File: src/rtl/mem_bus_arbiter.sv
// Arbitrates one single-port memory bus between instruction fetch (IF) and the data port (MEM).
// One transaction at a time, registered bus command, bounded wait with timeout abort.
module mem_bus_arbiter #(
  parameter int AW         = 32,
  parameter int DW         = 32,
  parameter int MAX_STREAK = 4,
  parameter int TIMEOUT    = 255
) (
  input  logic          clk,
  input  logic          rst,
  input  logic          if_req,
  input  logic [AW-1:0] if_addr,
  input  logic          mem_req,
  input  logic          mem_we,
  input  logic [AW-1:0] mem_addr,
  input  logic [DW-1:0] mem_wdata,
  input  logic [3:0]    mem_sel,
  output logic          if_ack,
  output logic [DW-1:0] if_rdata,
  output logic          mem_ack,
  output logic [DW-1:0] mem_rdata,
  output logic          bus_err,
  output logic          stallreq_if,
  output logic          stallreq_mem,
  output logic          bus_req,
  output logic          bus_we,
  output logic [AW-1:0] bus_addr,
  output logic [DW-1:0] bus_wdata,
  output logic [3:0]    bus_sel,
  input  logic          bus_ack,
  input  logic [DW-1:0] bus_rdata
);

  localparam int SW = $clog2(MAX_STREAK + 1);

  typedef enum logic [1:0] {IDLE, GNT_IF, GNT_MEM} state_t;

  typedef struct packed {
    logic          we;
    logic [AW-1:0] addr;
    logic [DW-1:0] wdata;
    logic [3:0]    sel;
  } bus_cmd_t;

  state_t        state, state_nxt;
  bus_cmd_t      cmd, cmd_nxt;
  logic [SW-1:0] streak;
  logic [7:0]    timer;
  logic          pick_if, pick_mem, tmo, done;

  always_comb begin
    pick_if   = 1'b0;
    pick_mem  = 1'b0;
    state_nxt = state;
    // MEM belongs to the older instruction, but IF is forced through once it has starved
    if (mem_req && !(if_req && streak == SW'(MAX_STREAK))) pick_mem = 1'b1;
    else if (if_req)                                       pick_if  = 1'b1;
    tmo  = !bus_ack && (timer == 8'(TIMEOUT - 1));
    done = bus_ack || tmo;
    cmd_nxt = '{we: mem_we, addr: mem_addr, wdata: mem_wdata, sel: mem_sel};
    if (pick_if) cmd_nxt = '{we: 1'b0, addr: if_addr, wdata: '0, sel: 4'hF};
    case (state)
      IDLE:            if (pick_mem) state_nxt = GNT_MEM;
                       else if (pick_if) state_nxt = GNT_IF;
      GNT_IF, GNT_MEM: if (done) state_nxt = IDLE;
      default:         state_nxt = IDLE;
    endcase
  end

  always_ff @(posedge clk) begin
    if (rst) state <= IDLE;
    else     state <= state_nxt;
  end

  always_ff @(posedge clk) begin
    if (rst) begin
      cmd       <= '0;
      streak    <= '0;
      timer     <= '0;
      bus_req   <= 1'b0;
      if_ack    <= 1'b0;
      mem_ack   <= 1'b0;
      if_rdata  <= '0;
      mem_rdata <= '0;
      bus_err   <= 1'b0;
    end else begin
      if_ack    <= 1'b0;
      mem_ack   <= 1'b0;
      if_rdata  <= '0;
      mem_rdata <= '0;
      bus_err   <= 1'b0;
      case (state)
        IDLE: begin
          if (pick_mem || pick_if) begin
            bus_req <= 1'b1;
            cmd     <= cmd_nxt;
            timer   <= '0;
            if (pick_if || !if_req)              streak <= '0;
            else if (streak != SW'(MAX_STREAK)) streak <= streak + SW'(1);
          end
        end
        GNT_IF, GNT_MEM: begin
          if (done) begin
            bus_req <= 1'b0;
            bus_err <= tmo;
            if (state == GNT_IF) begin
              if_ack   <= 1'b1;
              if_rdata <= tmo ? '0 : bus_rdata;
            end else begin
              mem_ack   <= 1'b1;
              mem_rdata <= (tmo || cmd.we) ? '0 : bus_rdata;
            end
          end else begin
            timer <= timer + 8'd1;
          end
        end
        default: bus_req <= 1'b0;
      endcase
    end
  end

  assign bus_we    = cmd.we;
  assign bus_addr  = cmd.addr;
  assign bus_wdata = cmd.wdata;
  assign bus_sel   = cmd.sel;

  // ack is registered, so a port stops stalling in the very cycle it is served
  assign stallreq_if  = if_req  && !if_ack  && !rst;
  assign stallreq_mem = mem_req && !mem_ack && !rst;

endmodule

File: config.mk
export PLATFORM = sky130hd
export DESIGN_NAME = mem_bus_arbiter
export DESIGN_NICKNAME = d
export VERILOG_FILES = /design/src/rtl/mem_bus_arbiter.sv
export SDC_FILE = /design/constraint.sdc
export NUM_CORES = 1
export LEC_CHECK = 0
export BUFFER_PORTS_ARGS = -buffer_cell sky130_fd_sc_hd__buf_2
export CAP_MARGIN = 20
export CORE_MARGIN = 8
export CORE_UTILIZATION = 40
export CTS_BUF_LIST = sky130_fd_sc_hd__clkbuf_4 sky130_fd_sc_hd__clkbuf_8 sky130_fd_sc_hd__clkbuf_16
export DETAILED_ROUTE_END_ITERATION = 7
export GPL_TIMING_DRIVEN = 0
export PLACE_DENSITY = 0.76
export RECOVER_POWER = 50
export SLEW_MARGIN = 10
export SYNTH_ARGS = -nofsm -noshare
export SYNTH_HDL_FRONTEND = slang
export SYNTH_SLANG_ARGS = --single-unit
File: constraint.sdc
create_clock -name clk -period 1.9 [get_ports clk]
set_input_delay 0 -clock clk [delete_from_list [all_inputs] [get_ports clk]]
set_output_delay 0 -clock clk [all_outputs]
set_load 0.01 [all_outputs]
==> impl_metrics.csv <==
group,metric,value,unit
worst_hold_path,hp-start,"if_addr[30]",
worst_setup_path,required,2.25,ns
global_route,track_usage,24.1,%
timing,max_freq,546,MHz
worst_hold_path,min_path_type,"in2reg",
worst_setup_path,cp_cell_sequence,"inv_1 > ha_4 > nand2b_1 > nor4b_4 > clkbuf_8 > and2_1",
worst_setup_path,crit_buf_inv,2,
timing,tightest_slew,0.707,ns
cts,h-tree-depth,4,
die,die-width,133,um
timing,finalSetupViolCount,0,
drt,via_count,6251,
drt,viasPerCell,5.11,
cts,cts_buffers,17,
die,die_h,133,um
cts,cts_tree,"done",
worst_setup_path,cp_max_fo,10,
power,irDropWorstVdd,0.610,mV
final_layout,final_cell_mix,"clkbuf_1 (149), dfxtp_1 (149), buf_2 (142), dlygate4sd3_1 (131), nor3_1 (70)",
global_route,grt_pass1_wl,34100,um
power,p_leak,3.72,nW
yosys,yosysWarnings,0,
status,outcome,"completed",
placed_design,port_buffers,275,
worst_setup_path,criticalPathCategory,"reg2reg",
cts,clkSinkCount,150,
drt,drt-wirelength-per-cell,17.9,um
yosys,ys_ff_latch,150,
drt,finalWirelength,21900,um
final_layout,fin_nets,1178,
worst_setup_path,r2r_start,"state[0]",
cts,cts_root_buf,"clkbuf_16",
die,start_util,41.3,%
final_layout,finalInstanceArea,8990,sq um
drt,drt-initial-drc-count,356,
yosys,syn_avg_cell_area,9.08,sq um
worst_setup_path,crit_slowest_cell,"nor4b_4",
timing,finalCritPeriodShare,96.4,%
worst_setup_path,critPathCaptureType,"register",
job,cap_violations,0,
yosys,ys_types,40,
placed_design,dp_hpwl,14000,um
power,p_per_area,940,nW/um^2
drt,remaining_drc_errors,0,
drt,postRouteAntennaNets,0,
worst_setup_path,cp_top_family,"simple AND/OR/NAND/NOR gates",
placed_design,dpl_cell_area,7080,sq um
yosys,synthesis.instances,604,
placed_design,gp_congestion,0.846,
timing,fin_crit,1.83,ns
die,die_area,17700,sq um
die,ios,277,
worst_setup_path,critPathLaunch,"state[0]",
timing,slew-limit-headroom,52.9,%
yosys,synth_area,5490,sq um
timing,finalHoldViolCount,0,
global_route,antenna_found_initial,2,
timing,maxSlewViolCount,0,
die,num_rows,42,
global_route,grt_max_degree,17,
global_route,grt_pass1_vias,6409,
cts,clockBufferDepth,2,
global_route,grt-ovfl-total,0,
final_layout,drive_above_1_share,21.7,%
drt,drt_pre_antenna_iters,5,
final_layout,area_growth,64.0,%
worst_setup_path,max_stage_delay,0.46,ns
worst_setup_path,arrival,2.18,ns
yosys,synth_seq_area_share,54.7,%
cts,clk_pin_slew,0.06,ns
timing,fin_hold_ws,0.0157,ns
timing,finalClockSkew,0.00686,ns
yosys,syn-num-nets,749,
cts,clk_latency,0.41,ns
worst_setup_path,cp-start-kind,"register",
die,coreArea,13300,sq um
registers in the layout (all words and copies together), names as in the netlist:
register,count
timer,8
bus_addr,32
state,2
bus_wdata,32
bus_req,1
bus_we,1
bus_sel,4
bus_err,1
mem_ack,1
if_rdata,32
mem_rdata,32
streak,3
if_ack,1
metal layers:
metal,vias to the layer above,routed length [um],global-route usage [%]
met5,-,0,0
met4,0,841,12.1
met3,72,2300,9.29
met2,379,10100,39.9
met1,2831,8590,26.6
li1,2969,-,-
per-stage QoR:
| step | instances | TNS, ns | setup slack, ns | utilization [%] | power [W] |
|---|---|---|---|---|---|
| after detailed placement | 1055 | -6.65 | -0.266 | 53.3 | 0.00477 |
| after CTS | 1217 | -0.105 | -0.0428 | 67.9 | 0.00846 |
| final | 1224 | 0 | 0.0690 | 67.7 | 0.00846 |
| after global placement | 1055 | -5.52 | -0.223 | 53.3 | 0.00475 |
| after floorplan | 604 | 0 | 0.158 | - | 0.00421 |
| after global routing | 1224 | -0.0424 | -0.0148 | 67.7 | 0.00881 |
repair_timing:
item / CTS / global route
setup buffers: 0 / 4
gates cloned: 0 / 1
hold endpoints to repair: 136 / 3
hold buffers: 130 / 1
endpoints found under the setup margin: 72 / 105
gates resized for setup: 14 / 49
pin swaps: 1 / 7
layout make-up:
class                      count  area [sq um]
buffer                        47           298
tap                          176           220
clock buffer                  17           425
timing repair buffer         411          2550
sequential                   150          3000
multi-input combinational    399          2280
fill                        1075          4300
clock inverter                15           183
inverter                       7          26.3
antenna                        2          5.00
report_power, final:
part	internal (W)	total [W]	switching (W)	leakage, nW
logic	0.000663	0.00153	0.000864	2.19
clock network	0.00200	0.00347	0.00147	0.303
registers	0.00335	0.00346	0.000107	1.23
total	0.00602	0.00846	0.00244	3.72
cells in the mapped netlist (all sizes together):
cell	count	area (sq um)
nor4b	1	15.0
or3b	1	8.76
a21oi	46	230
a2111o	5	56.3
o32ai	1	8.76
buf	21	141
a32oi	1	8.76
dfxtp	150	3000
and3	2	12.5
clkbuf	27	101
o41ai	1	8.76
nand3	37	198
nor2b	2	12.5
o22ai	1	6.26
o21ai	11	73.8
ha	7	87.6
inv	7	26.3
nor2	40	150
nor4	33	206
o21a	1	7.51
a21bo	1	10.0
a21boi	2	18.8
nand4	8	50.1
or4	1	7.51
a21o	1	7.51
nor3b	4	30.0
o31ai	1	7.51
nor3	73	365
nand2b	2	12.5
nand2	47	176
and4	1	8.76
or3	2	12.5
o311ai	1	8.76
and2	65	407
worst paths after layout:
path | depth (start not counted) | slack (ns) | to
max | 6 | 0.07 | mem_rdata[9]
min | 3 | 0.02 | bus_addr[30]
max reg2reg | 6 | 0.07 | mem_rdata[9]
min reg2reg | 2 | 0.45 | bus_wdata[7]
tightest hold or removal path, delay by kind of cell:
| kind | cells | cell delay [ns] |
|---|---|---|
| and+or+nand+nor | 2 | 0.27 |
| buffers and inverters | 1 | 0.11 |
logic make-up (layout without fill, tap and decap cells):
logic type | Yosys count | after routing | share of synthesized area (%)
AND/OR/NAND/NOR | 319 | 319 | 30.5
flip-flops | 150 | 150 | 54.7
AO/OA/AOI/OAI | 73 | 73 | 8.26
buffers and inverters | 55 | 497 | 4.90
adder cells (fa/ha/maj) | 7 | 7 | 1.60
other | 0 | 2 | 0
(Power assumes the default switching activity.)
